`config.mk`:
```
export PLATFORM = sky130hd
export DESIGN_NAME = led_scan_ctrl
export DESIGN_NICKNAME = d
export VERILOG_FILES = /design/src/rtl/led_scan_pkg.sv /design/src/rtl/led_scan_ctrl_dwell_timer.sv /design/src/rtl/led_scan_ctrl.sv
export SDC_FILE = /design/constraint.sdc
export NUM_CORES = 1
export LEC_CHECK = 0
export ABC_AREA = 1
export CAP_MARGIN = 40
export CELL_PAD_IN_SITES_DETAIL_PLACEMENT = 0
export CELL_PAD_IN_SITES_GLOBAL_PLACEMENT = 1
export CORE_UTILIZATION = 39
export DETAILED_ROUTE_END_ITERATION = 10
export GPL_TIMING_DRIVEN = 0
export PLACE_DENSITY = 0.86
export SLEW_MARGIN = 5
export SYNTH_ARGS = -nofsm -noshare
export SYNTH_HDL_FRONTEND = slang
export SYNTH_HIERARCHICAL = 1
export SYNTH_SLANG_ARGS = --single-unit
```
`constraint.sdc`:
```
create_clock -name clk_i -period 2 [get_ports clk_i]
set_clock_uncertainty 0.05 [all_clocks]
set_input_delay 0.4 -clock clk_i [delete_from_list [all_inputs] [get_ports clk_i]]
set_output_delay 0.4 -clock clk_i [all_outputs]
set_load 0.02 [all_outputs]
```
`src/rtl/led_scan_pkg.sv`:
```
// Shared types and constants for the LED scan controller.
package led_scan_pkg;

  typedef enum logic [1:0] {
    ST_IDLE,
    ST_RUN,
    ST_BLANK,
    ST_HOLD
  } state_e;

  localparam logic [2:0] G_ON   = 3'b001;
  localparam logic [2:0] G_OFF  = 3'b000;
  localparam int         ADDR_W = 4;

endpackage

```
`src/rtl/led_scan_ctrl_dwell_timer.sv`:
```
// Dwell counter: counts while run_i is high and flags the last cycle of a dwell.
module dwell_timer #(
  parameter int DWELL = 25_000_000,
  parameter int CNT_W = 25
) (
  input  logic clk_i,
  input  logic rst_i,
  input  logic run_i,
  input  logic clr_i,
  output logic done_o
);

  logic [CNT_W-1:0] cnt_q;
  logic [CNT_W-1:0] cnt_d;
  logic             at_end;

  assign at_end = (cnt_q == CNT_W'(DWELL - 1));
  assign done_o = run_i && at_end;

  always_comb begin
    cnt_d = cnt_q;
    if (clr_i) begin
      cnt_d = '0;
    end else if (run_i) begin
      cnt_d = at_end ? '0 : cnt_q + 1'b1;
    end
  end

  always_ff @(posedge clk_i) begin
    if (rst_i) begin
      cnt_q <= '0;
    end else begin
      cnt_q <= cnt_d;
    end
  end

endmodule

```
`src/rtl/led_scan_ctrl.sv`:
```
// Sweeps one lit LED across a 4-to-16 decoder pair, with blanking, hold and load.
// Optional build macro LED_SCAN_BOUNCE_EN selects a ping-pong sweep instead of modulo-16.
module led_scan_ctrl
  import led_scan_pkg::*;
#(
  parameter int DWELL = 25_000_000,
  parameter int CNT_W = 25
) (
  input  logic              clk_i,
  input  logic              rst_i,
  input  logic              start_i,
  input  logic              stop_i,
  input  logic              dir_i,
  input  logic              load_valid_i,
  input  logic [ADDR_W-1:0] load_addr_i,
  output logic              load_ready_o,
  input  logic              release_i,
  output logic [ADDR_W-1:0] swt_o,
  output logic [2:0]        g1_o,
  output logic [2:0]        g2_o,
  output logic              wrap_o,
  output logic              busy_o
);

  state_e            state_q;
  logic [ADDR_W-1:0] swt_q;
  logic [2:0]        g_q;
  logic              wrap_q;
  logic              busy_q;
  logic              load_fire;
  logic              dwell_done;
  logic [ADDR_W-1:0] step_addr_d;
  logic              step_wrap_d;
`ifdef LED_SCAN_BOUNCE_EN
  logic              dir_q;
  logic              step_dir_d;
`endif

  assign load_ready_o = (state_q != ST_BLANK);
  assign load_fire    = load_valid_i && load_ready_o;

  // Counter only runs in RUN; leaving RUN for any reason restarts the dwell.
  dwell_timer #(
    .DWELL(DWELL),
    .CNT_W(CNT_W)
  ) u_dwell (
    .clk_i (clk_i),
    .rst_i (rst_i),
    .run_i (state_q == ST_RUN),
    .clr_i ((state_q != ST_RUN) || stop_i || load_fire),
    .done_o(dwell_done)
  );

  always_comb begin
    step_addr_d = swt_q + 1'b1;
    step_wrap_d = (swt_q == '1);
`ifdef LED_SCAN_BOUNCE_EN
    step_dir_d  = dir_q;
    if (!dir_q) begin
      if (swt_q == '1) begin
        step_addr_d = swt_q - 1'b1;
        step_dir_d  = 1'b1;
      end
    end else begin
      step_addr_d = swt_q - 1'b1;
      step_wrap_d = (swt_q == '0);
      if (swt_q == '0) begin
        step_addr_d = swt_q + 1'b1;
        step_dir_d  = 1'b0;
      end
    end
`else
    if (dir_i) begin
      step_addr_d = swt_q - 1'b1;
      step_wrap_d = (swt_q == '0);
    end
`endif
  end

  // Control priority: stop, then load, then per-state events.
  always_ff @(posedge clk_i) begin
    if (rst_i) begin
      state_q <= ST_IDLE;
      swt_q   <= '0;
      g_q     <= G_OFF;
      wrap_q  <= 1'b0;
      busy_q  <= 1'b0;
`ifdef LED_SCAN_BOUNCE_EN
      dir_q   <= 1'b0;
`endif
    end else begin
      wrap_q <= 1'b0;
      if (stop_i) begin
        state_q <= ST_IDLE;
        g_q     <= G_OFF;
        busy_q  <= 1'b0;
      end else if (load_fire) begin
        state_q <= ST_HOLD;
        swt_q   <= load_addr_i;
        g_q     <= G_ON;
        busy_q  <= 1'b1;
      end else begin
        case (state_q)
          ST_IDLE: begin
            if (start_i) begin
              state_q <= ST_RUN;
              g_q     <= G_ON;
              busy_q  <= 1'b1;
`ifdef LED_SCAN_BOUNCE_EN
              dir_q   <= dir_i;
`endif
            end
          end
          ST_RUN: begin
            if (dwell_done) begin
              state_q <= ST_BLANK;
              g_q     <= G_OFF;
            end
          end
          ST_BLANK: begin
            state_q <= ST_RUN;
            g_q     <= G_ON;
            swt_q   <= step_addr_d;
            wrap_q  <= step_wrap_d;
`ifdef LED_SCAN_BOUNCE_EN
            dir_q   <= step_dir_d;
`endif
          end
          ST_HOLD: begin
            if (release_i) begin
              state_q <= ST_RUN;
`ifdef LED_SCAN_BOUNCE_EN
              dir_q   <= dir_i;
`endif
            end
          end
          default: state_q <= ST_IDLE;
        endcase
      end
    end
  end

  assign swt_o  = swt_q;
  assign g1_o   = g_q;
  assign g2_o   = g_q;
  assign wrap_o = wrap_q;
  assign busy_o = busy_q;

endmodule
```
## Word-level counts from Yosys, hierarchy flattened

Index checks and enable logic that the tools add are counted.

| cells by class | value |
|---|---|
| $add $sub $neg | 3 |
| multipliers | 0 |
| div/mod/pow operators | 0 |
| magnitude comparators | 0 |
| equality and inequality tests | 12 |
| shift operators | 0 |
| multiplexer cells | 17 |
| bitwise gates (word level) | 2 |
| reductions and logical operators | 20 |

Operator list:

| cell | count |
|---|---|
| $add A25 B1 Y25 const B | 1 |
| $eq A25 B25 Y1 const B | 1 |
| $mux W25 | 1 |
| $mux W4 | 3 |
| $ne A3 B3 Y1 const B | 3 |
| $pmux W3 S3 | 1 |
| $reduce_and A3 Y1 | 3 |
| $mux W2 | 4 |
| $pmux W2 S4 | 1 |
| $mux W3 | 2 |
| $ne A2 B2 Y1 const B | 3 |
| $reduce_bool A2 Y1 | 3 |
| $mux W1 | 5 |
| $add A4 B1 Y4 const B | 1 |
| $eq A2 B2 Y1 const B | 2 |
| $eq A4 B4 Y1 const B | 1 |
| $logic_not A4 Y1 | 1 |
| $reduce_and A2 Y1 | 2 |
| $reduce_bool A4 Y1 | 1 |
| $reduce_or A2 Y1 | 2 |
| $reduce_or A4 Y1 | 1 |
| $sub A4 B1 Y4 const B | 1 |
| $reduce_bool A3 Y1 | 1 |
| $reduce_or A3 Y1 | 1 |
| 6 further kinds | 9 |

| storage, ports and cells | value |
|---|---|
| flip-flop bits (word level) | 36 |
| latch bits | 0 |
| bits in writable memories | 0 |
| bits in read-only memories | 0 |
| input port bits | 11 |
| output and inout bits | 13 |
| memories | 0 |

## Depth between registers and ports, before layout

| logic depth | value |
|---|---|
| depth in word-level cells | 5 |
| mapped depth | 15 |

## Hierarchy

Netlist, hierarchy kept.

Modules (own cells, without submodules):

| module | times used | cells an instance | area an instance (um2) |
|---|---|---|---|
| dwell_timer | 1 | 222 | 1428.9 |
| led_scan_ctrl | 1 | 95 | 649.4 |

## Worst setup path before layout

No wires, ideal clock.

| timing path | value |
|---|---|
| path kind | flip-flop to flip-flop |
| start | reg state_q[1] |
| end | reg state_q[1] |
| library setup time | 0.109 ns |
| arrival time | 1.469 ns |
| required time | 1.841 ns |
| setup slack | 0.372 ns |
| stages on the path, launching flop included | 16 |
| cell sequence | dfxtp_1 -> inv_1 -> nand2_1 -> inv_1 -> buf_4 -> nand2_1 -> nor3_2 -> nand2_2 -> nor2_4 -> inv_1 -> nand2_1 -> nand2_2 -> nor2_2 -> nand3_1 -> nand2_1 -> inv_1 |

| on the way | value |
|---|---|
| cells in the longest elaborated chain, start to end | 4 |
| elaborated cells on any way between the ends | 13 |

Ends and longest elaborated chain:

| element | RTL line | source |
|---|---|---|
| start, declared | led_scan_ctrl.sv:25 | `state_e state_q;` |
| start signal, assigned | led_scan_ctrl.sv:83 | `state_q <= ST_IDLE;` |
| start signal, assigned | led_scan_ctrl.sv:94 | `state_q <= ST_IDLE;` |
| start signal, assigned | led_scan_ctrl.sv:98 | `state_q <= ST_HOLD;` |
| $eq A2 B1 Y1 | led_scan_ctrl.sv:49 | `.run_i (state_q == ST_RUN),` |
| $logic_and A1 B1 Y1 | led_scan_ctrl_dwell_timer.sv:18 | `assign done_o = run_i && at_end;` |
| net dwell_done | led_scan_ctrl.sv:31 | `logic dwell_done;` |
| $ne A3 B3 Y1 (no source line) | - |  |
| $reduce_and A3 Y1 (no source line) | - |  |

The timed path passes the listed nets, and every way through them passes these cells.
A chain may end at the register's enable or synchronous reset.

## Worst setup path after layout

| timing path | value |
|---|---|
| start | reg state_q[0] |
| end | out load_ready_o |

| on the way | value |
|---|---|
| cells in the longest elaborated chain, start to end | 1 |

Ends and longest elaborated chain:

| element | RTL line | source |
|---|---|---|
| $ne A2 B2 Y1 | led_scan_ctrl.sv:39 | `assign load_ready_o = (state_q != ST_BLANK);` |
| end, declared | led_scan_ctrl.sv:16 | `output logic load_ready_o,` |

Every way passes these cells.

==> flow_summary.ini <==
[outcome]
status = finished clean

[floorplan]
die_h_um = 75
initial_core_util_pct = 40.7
die_area_um2 = 5630
rows = 26
io_pins = 24
die_w_um = 75
core_area_um2 = 5110

[logic_synthesis]
synth-seq-area-share_pct = 32.8
synth_area_leader_cell = dfxtp_1
synth_top_area_share_pct = 32.8
ys_warn_count = 6
synth_cell_types = 33
syn_inst = 317
ys_top_cells_by_area = dfxtp_1 33%, nand2_1 13%, nor2_1 11%, inv_1 7.0%, nand3_1 5.3%
synth-seq-cells = 34
syn_area_um2 = 2080
avgSynthCellArea_um2 = 6.56

[power_and_ir_drop]
ir_drop_mv = 0.337
p_leak_nw = 0.962
p_per_area_nw_per_um2 = 574
p_total_mw = 1.41

[layout]
drive_gt1_share_pct = 15.3
post-route-util_pct = 48.3
layout_commonest_cell = nand2_1
nFillCells = 544
stdcell_area_um2 = 2460
antenna_cells = 0
syn_to_final_growth_pct = 18.6
final_cell_count_no_fill = 417
final_cell_mix = 73 x nand2_1, 59 x nor2_1, 38 x inv_1
fin_nets = 361

[detailed_routing]
ant_nets = 0
vias = 1883
wl_um = 4410
avgRoutedWirePerCell_um = 10.6
drt_iter0_markers = 124
dr.pass1.iters = 4
vias_per_cell = 4.52
drc_errors = 0

[setup_path]
end_kind = primary output
crit_fanout = 5
cp_num_buf_inv = 2
crit_arrival_ns = 1.48
cp_cell_sequence = inv_2 -> nand2_4 -> clkdlybuf4s50_1
timing.rr.end = state_q[1]
worst_path_largest_cell_delay_ns = 0.61
timing.rr.start = state_q[1]
crit_family = buffers and inverters
cp-start-kind = flop
crit_type = flop to primary output
cp_slowest_cell = clkdlybuf4s50_1
crit_cells = 3
required_ns = 1.55
r2r_slack_ns = 0.22
r2r_cells = 15

[timing]
timing.final.crit_share_pct = 96.6
finalCriticalPeriod_ns = 1.93
fmax_mhz = 518
slew_viol_final = 0
finalHoldViolCount = 0
finalSetupViolations = 0
rsz0062_at_grt = false
setup_ws_ns = 0.0682

[clock_tree]
path_clk_slew_ns = 0.07
worst_skew_pair.late_latency_ns = 0.28
cts_tree = built
cts_buffers = 5
clock-root-buffer = clkbuf_8
clockBufferDepth = 2
clock_sinks = 34
htreeDepth = 2

[worst_hold_path]
hold_end = busy_o
min_from = busy_o
holdPathStages = 2
hold_path_class = flop to flop

[global_route]
grt_pass1_vias = 1688
overflow = 0
antenna_found_initial = 0
grt_pass1_wl_um = 7640
grt_start_max_net_pins = 11
grt_use_total_pct = 18.0

[flow_run]
cap_violations = 0

[placement]
pre_cts_ws_ns = -0.226
portBuffers = 19
place_hpwl_um = 3400
place_congestion = 0.806
dp_cells = 409
placedInstanceArea_um2 = 2370
[synth_stat cells, drive strengths merged]
| library cell | number |
|---|---|
| nor3 | 4 |
| conb | 1 |
| o21ai | 8 |
| mux2i | 1 |
| nand3 | 24 |
| inv | 44 |
| o211ai | 1 |
| buf | 7 |
| xnor2 | 6 |
| nor2 | 75 |
| fa | 1 |
| o21bai | 1 |
| nor3b | 1 |
| dfxtp | 34 |
| xor2 | 4 |
| or2 | 3 |
| a21oi | 15 |
| ha | 3 |
| nand4 | 3 |
| nand2 | 81 |
[sequential cells by signal, indices dropped and copies added (netlist names)]
name and cells:
wrap_o 1, g1_o 1, busy_o 1, u_dwell/cnt_q 25
swt_o 4, state_q 2
[what timing repair did]
| action | in CTS | in global routing |
|---|---|---|
| buffers inserted | 0 | 0 |
| gates resized for setup | 0 | 4 |
| hold buffers | 0 | 0 |
| setup endpoints to repair | 0 | 12 |
[worst reg2reg max path, stage by stage (launching register included)]
cell     delay, ns
dfxtp_2       0.36
inv_1         0.09
nand2_1       0.07
inv_1         0.06
buf_4         0.16
nand2_1       0.07
nor3_2        0.17
nand2_2       0.10
nor2_4        0.10
inv_1         0.05
nand2_1       0.07
nand2_2       0.07
nor2_2        0.10
nand3_1       0.07
nand2_1       0.06
inv_1         0.03
[worst max path at each step]
| stage | endpoint | slack [ns] | from |
|---|---|---|---|
| after floorplan | state_q[1] | 0.37 | state_q[1] |
| after global placement | u_dwell/cnt_q[20] | -0.19 | load_valid_i |
| after detailed placement | u_dwell/cnt_q[20] | -0.23 | load_valid_i |
| after CTS | load_ready_o | 0.06 | state_q[0] |
| after global routing | state_q[0] | 0.01 | state_q[1] |
| final | load_ready_o | 0.07 | state_q[0] |
[cell type report]
class,instances,area [um2],share of cell area [%]
multi-input cells,235,1190,48.3
flip-flops and latches,34,682,27.7
repair buffers,19,193,7.82
inverters,44,165,6.70
well taps,70,87.6,3.55
clock buffers,7,86.3,3.50
plain buffers,7,56.3,2.28
clock inverters,1,5.00,0.203
[routing by layer]
| metal | vias to the layer above | track usage, % | wire length (um) |
|---|---|---|---|
| met3 | 4 | 3.75 | 154 |
| met2 | 26 | 27.3 | 1940 |
| met5 | - | 0 | 0 |
| met4 | 0 | 5.03 | 41 |
| met1 | 831 | 25.7 | 2280 |
| li1 | 1022 | - | - |
[metrics by stage]
step	TNS (ns)	hold WS, ns
after floorplan	0	0.412
after global placement	-1.90	0.386
after detailed placement	-2.22	0.395
after CTS	0	0.408
after global routing	0	0.468
final	0	0.406
[cell families after synthesis]
logic type	after synthesis	synth area share (%)
AND/OR/NAND/NOR	191	41.8
buffers and inverters	51	10.7
flip-flops	34	32.8
AO/OA/AOI/OAI	25	7.16
XOR/XNOR	10	4.21
adder cells (fa/ha/maj)	4	2.77
other	1	0.180
multiplexers	1	0.482
[power by group]
part / internal (mW) / switching, mW
Sequential: 0.689 / 0.0162
Combinational: 0.0843 / 0.0983
Clock: 0.278 / 0.248
Power figures use the tool's default switching activity.
